<file path="src/rtl/r_rom_pkg.sv">
// Shared definitions for the r_rom FT-side backend.
// Holds the backend state encoding, default byte counts for address and data,
// and the ENABLE/DISABLE constants used to tie off unused control inputs.
package r_rom_pkg;

  // Backend sequencing: gather address bytes, request, wait for data, drain.
  typedef enum logic [1:0] {
    S_CMD  = 2'd0,
    S_REQ  = 2'd1,
    S_WAIT = 2'd2,
    S_RESP = 2'd3
  } state_e;

  localparam int DEFAULT_ADDR_BYTES = 8;
  localparam int DEFAULT_DATA_BYTES = 8;

  localparam logic ENABLE  = 1'b1;
  localparam logic DISABLE = 1'b0;

endpackage

</file>
<file path="src/rtl/r_rom_backend_byte_shifter.sv">
// byte_shifter: N-byte register that shifts right by one byte per shift_i,
// inserting byte_i at the top. Used both to assemble an address from
// LSB-first command bytes and to serialise read data LSB-first.
// Ports:
//   clk, rst     - clock, synchronous active-high reset (clears the register)
//   clr_i        - synchronous clear, highest priority after reset
//   load_i       - parallel load of load_data_i
//   load_data_i  - parallel load value
//   shift_i      - shift right by 8, byte_i enters at the top
//   byte_i       - byte inserted on shift
//   value_o      - full register contents
//   byte_o       - lowest byte (next byte to be shifted out)
module byte_shifter
  import r_rom_pkg::*;
#(
  parameter int N = DEFAULT_ADDR_BYTES
) (
  input  logic           clk,
  input  logic           rst,
  input  logic           clr_i,
  input  logic           load_i,
  input  logic [8*N-1:0] load_data_i,
  input  logic           shift_i,
  input  logic [7:0]     byte_i,
  output logic [8*N-1:0] value_o,
  output logic [7:0]     byte_o
);

  logic [8*N-1:0] sh_q, sh_d;

  // Next contents: clear beats load, load beats shift; otherwise hold.
  always_comb begin
    sh_d = sh_q;
    if (clr_i) begin
      sh_d = '0;
    end else if (load_i) begin
      sh_d = load_data_i;
    end else if (shift_i) begin
      sh_d = {byte_i, sh_q[8*N-1:8]};
    end
  end

  // Register with synchronous reset.
  always_ff @(posedge clk) begin
    if (rst) begin
      sh_q <= '0;
    end else begin
      sh_q <= sh_d;
    end
  end

  assign value_o = sh_q;
  assign byte_o  = sh_q[7:0];

endmodule

</file>
<file path="src/rtl/r_rom_backend.sv">
// r_rom_backend: FT-side engine between the r_rom command/response byte FIFOs
// and a req/gnt/rvalid memory port. Pops ADDR_BYTES address bytes (LSB first),
// issues one read, and pushes DATA_BYTES response bytes (LSB first).
// Ports:
//   clk, rst            - FT clock, synchronous active-high reset
//   c_empty/c_rd_en     - command FIFO empty flag / pop
//   c_dout              - command byte, valid the cycle after a pop
//   r_full/r_wr_en/r_din- response FIFO full flag / push / data
//   mem_req/mem_addr    - read request and its address (stable while req)
//   mem_gnt             - request accepted
//   mem_rvalid/mem_rdata- read data return
//   busy                - low only when idle in S_CMD with nothing captured
module r_rom_backend
  import r_rom_pkg::*;
#(
  parameter int ADDR_BYTES = DEFAULT_ADDR_BYTES,
  parameter int DATA_BYTES = DEFAULT_DATA_BYTES
) (
  input  logic                    clk,
  input  logic                    rst,
  input  logic                    c_empty,
  output logic                    c_rd_en,
  input  logic [7:0]              c_dout,
  input  logic                    r_full,
  output logic                    r_wr_en,
  output logic [7:0]              r_din,
  output logic                    mem_req,
  output logic [8*ADDR_BYTES-1:0] mem_addr,
  input  logic                    mem_gnt,
  input  logic                    mem_rvalid,
  input  logic [8*DATA_BYTES-1:0] mem_rdata,
  output logic                    busy
);

  localparam int DW  = 8 * DATA_BYTES;
  localparam int ACW = $clog2(ADDR_BYTES) + 1;
  localparam int DCW = $clog2(DATA_BYTES) + 1;

  localparam logic [ACW-1:0] ADDR_CNT_MAX  = ACW'(ADDR_BYTES);
  localparam logic [ACW-1:0] ADDR_CNT_LAST = ACW'(ADDR_BYTES - 1);
  localparam logic [DCW-1:0] DATA_CNT_LAST = DCW'(DATA_BYTES - 1);

  state_e         state_q, state_d;
  logic [ACW-1:0] req_cnt_q, req_cnt_d;
  logic [ACW-1:0] rcv_cnt_q, rcv_cnt_d;
  logic [DCW-1:0] out_cnt_q, out_cnt_d;
  logic           pop_q;

  logic           addr_shift;
  logic           addr_clr;
  logic           data_load;
  logic           data_shift;
  logic [7:0]     data_byte;
  logic [7:0]     unused_addr_byte;
  logic [DW-1:0]  unused_data_val;

  // The address register doubles as mem_addr: it only moves in S_CMD, so it
  // is stable for the whole request, and it is cleared when a read finishes.
  byte_shifter #(.N(ADDR_BYTES)) u_addr_sh (
    .clk         (clk),
    .rst         (rst),
    .clr_i       (addr_clr),
    .load_i      (DISABLE),
    .load_data_i ('0),
    .shift_i     (addr_shift),
    .byte_i      (c_dout),
    .value_o     (mem_addr),
    .byte_o      (unused_addr_byte)
  );

  // Read data is loaded whole and then drained one byte at a time.
  byte_shifter #(.N(DATA_BYTES)) u_data_sh (
    .clk         (clk),
    .rst         (rst),
    .clr_i       (DISABLE),
    .load_i      (data_load),
    .load_data_i (mem_rdata),
    .shift_i     (data_shift),
    .byte_i      (8'h00),
    .value_o     (unused_data_val),
    .byte_o      (data_byte)
  );

  // Next-state and output decode. Pops, pushes and requests are all
  // suppressed while rst is high so a reset never disturbs FIFO contents.
  always_comb begin
    state_d    = state_q;
    req_cnt_d  = req_cnt_q;
    rcv_cnt_d  = rcv_cnt_q;
    out_cnt_d  = out_cnt_q;
    c_rd_en    = DISABLE;
    r_wr_en    = DISABLE;
    r_din      = 8'h00;
    mem_req    = DISABLE;
    addr_shift = DISABLE;
    addr_clr   = DISABLE;
    data_load  = DISABLE;
    data_shift = DISABLE;
    if (!rst) begin
      unique case (state_q)
        S_CMD: begin
          // req_cnt caps pops at ADDR_BYTES even if the FIFO stays non-empty.
          if (!c_empty && (req_cnt_q != ADDR_CNT_MAX)) begin
            c_rd_en   = ENABLE;
            req_cnt_d = req_cnt_q + ACW'(1);
          end
          // pop_q marks c_dout valid this cycle.
          if (pop_q) begin
            addr_shift = ENABLE;
            rcv_cnt_d  = rcv_cnt_q + ACW'(1);
            if (rcv_cnt_q == ADDR_CNT_LAST) begin
              state_d = S_REQ;
            end
          end
        end
        S_REQ: begin
          mem_req = ENABLE;
          if (mem_gnt) begin
            if (mem_rvalid) begin
              data_load = ENABLE;
              state_d   = S_RESP;
            end else begin
              state_d = S_WAIT;
            end
          end
        end
        S_WAIT: begin
          if (mem_rvalid) begin
            data_load = ENABLE;
            state_d   = S_RESP;
          end
        end
        S_RESP: begin
          if (!r_full) begin
            r_wr_en    = ENABLE;
            r_din      = data_byte;
            data_shift = ENABLE;
            out_cnt_d  = out_cnt_q + DCW'(1);
            if (out_cnt_q == DATA_CNT_LAST) begin
              state_d   = S_CMD;
              req_cnt_d = '0;
              rcv_cnt_d = '0;
              out_cnt_d = '0;
              addr_clr  = ENABLE;
            end
          end
        end
        default: state_d = S_CMD;
      endcase
    end
  end

  // State, counters and the pop-valid flag.
  always_ff @(posedge clk) begin
    if (rst) begin
      state_q   <= S_CMD;
      req_cnt_q <= '0;
      rcv_cnt_q <= '0;
      out_cnt_q <= '0;
      pop_q     <= 1'b0;
    end else begin
      state_q   <= state_d;
      req_cnt_q <= req_cnt_d;
      rcv_cnt_q <= rcv_cnt_d;
      out_cnt_q <= out_cnt_d;
      pop_q     <= c_rd_en;
    end
  end

  assign busy = ~((state_q == S_CMD) && (rcv_cnt_q == '0));

endmodule

</file>
<file path="config.mk">
export PLATFORM = sky130hd
export DESIGN_NAME = r_rom_backend
export DESIGN_NICKNAME = d
export VERILOG_FILES = /design/src/rtl/r_rom_pkg.sv /design/src/rtl/r_rom_backend_byte_shifter.sv /design/src/rtl/r_rom_backend.sv
export SDC_FILE = /design/constraint.sdc
export NUM_CORES = 1
export LEC_CHECK = 0
export ABC_AREA = 1
export BUFFER_PORTS_ARGS = -buffer_cell sky130_fd_sc_hd__buf_2
export CORE_MARGIN = 1
export CORE_UTILIZATION = 30
export DETAILED_ROUTE_END_ITERATION = 10
export PLACE_DENSITY = 0.54
export SLEW_MARGIN = 20
export SYNTH_ARGS = -nofsm -noshare
export SYNTH_HDL_FRONTEND = slang
export SYNTH_HIERARCHICAL = 1
export SYNTH_SLANG_ARGS = --single-unit
</file>
<file path="constraint.sdc">
create_clock -name clk -period 3.42 [get_ports clk]
set_clock_uncertainty 0.2 [all_clocks]
set_input_delay 0 -clock clk [delete_from_list [all_inputs] [get_ports clk]]
set_output_delay 0 -clock clk [all_outputs]
set_load 0.02 [all_outputs]
</file>
==> results of run 1 <==
## path summary, 6_finish.rpt
check / start / end / slack (ns)
setup / recovery: state_q[0]$_SDFFE_PP0P_ / state_q[0]$_SDFFE_PP0P_ / 0.64
hold / removal: mem_rdata[2] / u_data_sh/value_o[2]$_SDFFE_PP0P_ / 0.20
setup reg to reg: state_q[0]$_SDFFE_PP0P_ / state_q[0]$_SDFFE_PP0P_ / 0.64
hold reg to reg: u_data_sh/value_o[38]$_SDFFE_PP0P_ / u_data_sh/value_o[38]$_SDFFE_PP0P_ / 0.27
## worst max-delay path: cells and delay by family (launching register included)
kind	cells	cell delay (ns)
adders and majority gates	1	0.26
buffers and inverters	3	1.24
DFF	1	0.38
and+or+nand+nor	6	0.60
## flip-flops by register name (all words and copies together), names as in the netlist
signal             count
u_addr_sh/value_o     64
u_data_sh/value_o     64
rcv_cnt_q              4
out_cnt_q              4
req_cnt_q              4
state_q                2
pop_q                  1
## through the flow
stage | cell area [um^2] | hold WS, ns | instances
after floorplan | 8005 | -0.03231 | 1331
after global placement | 8737 | 0.09329 | 1751
after detailed placement | 8737 | 0.09649 | 1751
after CTS | 10150 | 0.1819 | 1864
after global routing | 10150 | 0.2088 | 1864
final | 10150 | 0.2008 | 1864
## metal layers
layer / global-route usage / part of all wire
met1: 0.2240 / 0.50
met2: 0.2652 / 0.46
met3: 0.03285 / 0.038
met4: 0.04160 / 0.010
met5: 0 / 0
## area by class of cell
class                           instances  area [um^2]  share of cell area
Tap cell                              330        412.9             0.04068
Clock inverter                         15        177.7             0.01750
Clock buffer                           17        425.4             0.04191
Multi-Input combinational cell        948         3961              0.3902
Sequential cell                       143         2863              0.2820
Inverter                              165        619.3             0.06101
Timing Repair Buffer                  246         1692              0.1666
## power by group
group	internal [mW]	switching [mW]
Sequential	1.73	0.0516
Combinational	0.219	0.321
Clock	1.10	0.829
Total	3.05	1.20
==> impl_metrics.ini, run 1 <==
[run_status]
outcome = finished, final reports clean

[setup_path]
worstPathMaxFanout = 6
cp-start-kind = flip-flop
cp.arrival_ns = 2.89
path_cells = inv_1 -> ha_1 -> nand2_1 -> nand2_1 -> nor2_1 -> nand3_1 -> nor2_1 -> dlygate4sd3_1 -> nor2_1 -> dlygate4sd3_1
cp.required_ns = 3.53
reg2reg_depth = 10
critPathKind = flip-flop to flip-flop
cp_common_cell = nor2_1
slowest_delay_ns = 0.56
slowest_stage = dlygate4sd3_1
worstSetupEndpointType = flip-flop

[grt]
grt.total_usage = 0.1648
antenna_found_initial = 0
grt_max_degree = 67
grt_pass1_wl_mm = 35.10
overflow = 0
grt_pass1_vias = 7133

[min_path]
hold_path.class = input port to flip-flop
hold_path_depth = 6

[place]
hpwl_mm = 13.39
pre_cts_ws_ns = 0.7633
portBuffers = 153
place_congestion = 0.7946

[drt]
drt_iter0_markers = 591
dr.pass1.iters = 5
ant_nets = 0
vias = 7830
vias_per_cell = 4.201
wl_per_cell_um = 11.63
drc = 0
wl_mm = 21.68

[timing]
min_period_ns = 2.781
hold_violations = 0
setup_slack_ns = 0.6390
setup_viol = 0
finalMaxSlewViolations = 0
fin_crit_sh = 0.8132
max_freq_mhz = 359.6
slew-limit-headroom = 0.3181
tns_ns = 0
worst_pin_slew_ns = 1.020
rsz0062_at_grt = false

[finish]
final_nets = 1609
antenna_cells = 0
area_delta_synth_final_pct = 31.43
nFillCells = 2726
final_cell_mix = 632 x nand2_1, 158 x inv_1, 153 x buf_2, 143 x dfxtp_1, 112 x a21oi_1
post-route-util = 0.4031
final_common_cell = nand2_1
drive_gt1_frac = 0.1395

[clocking]
clock_latency_ns = 0.42
postCtsSetupRepairBufs = 0
root_buffer = clkbuf_16
clock_sinks = 143
cts_buffers = 17
clk_pin_slew_worst_paths_ns = 0.07
cts_tree = built
cts-hold-fix-buffers = 81
cts-htree-levels = 4
post_cts_resized = 0
ctsLongestPathBuffers = 2

[die]
core_area_mm2 = 0.02518
die_area_mm2 = 0.02639
pin_count = 154
start_util = 0.3067
fp.dieW_um = 162.5
dieHeight_um = 162.5
rows = 58

[pwr]
ir_drop_mv = 0.2197
p_leak_nw = 4.934
powerDensity_mw_per_mm2 = 418.7
total_power_mw = 4.250

[run]
maxCapViolations = 0

[yosys]
avgSynthCellArea_um2 = 6.149
syn_inst = 1256
syn_area_mm2 = 0.007724
yosysWarnings = 6
Note: power is estimated with default switching activity, not from simulation.
==> run 2: changes to the inputs <==
- PLACE_DENSITY: 0.54 -> 0.55
- clock period: 3.42 -> 2.2 ns (I/O delays scaled with it)
==> run 2 against run 1 <==
  * Cell area grew 1.6%
  * Core utilization grew 0.66 points
  * Largest cell class unchanged
  * Critical endpoint is now r_wr_en
  * Sequential cell count is the same
==> impl_metrics.ini, run 2 (synthesis gave the netlist of run 1 again) <==
[run_status]
outcome = finished, final reports clean

[drt]
wl_mm = 21.45
vias_per_cell = 4.220
drc = 0
dr.pass1.iters = 5
drt_iter0_markers = 520
ant_nets = 0
wl_per_cell_um = 11.44
vias = 7912

[clocking]
clock_latency_ns = 0.42
cts_tree = built
ctsLongestPathBuffers = 2
root_buffer = clkbuf_16
clock_sinks = 143
cts-htree-levels = 4
clk_pin_slew_worst_paths_ns = 0.07
cts_buffers = 17

[setup_path]
path_buf_inv = 4
path_cells = ha_1 -> inv_2 -> nor2_4 -> inv_2 -> nor2_4 -> buf_4 -> buf_2
critPathKind = flip-flop to primary output
slowest_stage = dfxtp_1
cp.required_ns = 2.00
worstSetupEndpointType = primary output
slowest_delay_ns = 0.36
worstPathMaxFanout = 18
cp.arrival_ns = 1.86
critPathTopFamily = buffers and inverters
cp-start-kind = flip-flop

[finish]
final_common_cell = nand2_1
antenna_cells = 0
area_delta_synth_final_pct = 33.56
final_cell_mix = 632 x nand2_1, 158 x inv_1, 153 x buf_2, 142 x dfxtp_1, 112 x a21oi_1
nFillCells = 2706
final_nets = 1620
final_cell_area_mm2 = 0.01032
post-route-util = 0.4097
drive_gt1_frac = 0.1476

[place]
placed_cell_area_mm2 = 0.008912
pre_cts_ws_ns = 0.1447
hpwl_mm = 13.38
portBuffers = 153
place_congestion = 0.7981

[pwr]
p_leak_nw = 5.019
powerDensity_mw_per_mm2 = 629.2
ir_drop_mv = 0.3595

[grt]
gr-usage-met2 = 0.2564
gr-usage-met3 = 0.03285
grt.total_usage = 0.1649
grt_max_degree = 65
grt_pass1_vias = 7073
grt_pass1_wl_mm = 35.14
overflow = 0
busiest_layer = met2
antenna_found_initial = 0
use_met1 = 0.2250

[timing]
hold_violations = 0
min_period_ns = 2.059
setup_viol = 0
max_freq_mhz = 485.6
rsz0062_at_grt = false
finalMaxSlewViolations = 0
whs_ns = 0.2015
fin_crit_sh = 0.9361
tns_ns = 0
setup_slack_ns = 0.1406

[die]
pin_count = 154
start_util = 0.3067
rows = 58
fp.dieW_um = 162.5
die_area_mm2 = 0.02639
core_area_mm2 = 0.02518
dieHeight_um = 162.5

[min_path]
hold_path.class = input port to flip-flop

[run]
maxCapViolations = 0
-- run 2: final cells by class --
cell class	count	area [um^2]	area share
repair buffers	257	1881	0.1823
flip-flops and latches	143	2864	0.2776
inverters	165	619.3	0.06004
clock inverters	14	138.9	0.01346
multi-input cells	948	3961	0.3840
well taps	330	412.9	0.04002
clock buffers	18	439.2	0.04257
-- run 2: tightest hold or removal path: cells and delay by family --
family	cells	cell delay, ns
AND/OR/NAND/NOR	3	0.15
buffers and inverters	3	0.64
-- run 2: stage by stage --
stage               total power, mW  instances
detailed placement            3.564       1761
floorplan                     3.326       1331
global placement              3.561       1761
finish                        6.490       1875
CTS                           6.580       1875
global route                  6.817       1875
-- run 2: path summary, 6_finish.rpt --
check | cells past startpoint | from | slack, ns | endpoint
max | 7 | state_q[0]$_SDFFE_PP0P_ | 0.14 | r_wr_en
min | 6 | mem_rdata[63] | 0.20 | u_data_sh/value_o[63]$_SDFFE_PP0P_
max reg2reg | 10 | state_q[0]$_SDFFE_PP0P_ | 0.15 | u_data_sh/value_o[6]$_SDFFE_PP0P_
min reg2reg | 2 | u_data_sh/value_o[49]$_SDFFE_PP0P_ | 0.27 | u_data_sh/value_o[49]$_SDFFE_PP0P_
-- run 2: where the power goes --
group	switching [mW]	internal [mW]	total, mW
Sequential	0.0783	2.69	2.77
Clock	1.32	1.54	2.86
Combinational	0.502	0.362	0.864
-- run 2: per-layer routing --
layer	vias to the layer above	part of all wire
met5	-	0
met2	146	0.46
met3	31	0.034
met4	0	0.019
met1	3503	0.49
li1	4232	-
-- run 2: what timing repair did --
action / CTS / global route
pin swaps: 2 / 0
hold buffers: 79 / 0
setup buffers: 3 / 0
setup endpoints to repair: 9 / 21
endpoints found under the hold margin: 94 / 0
cloned: 0 / 0
resized for setup: 2 / 2
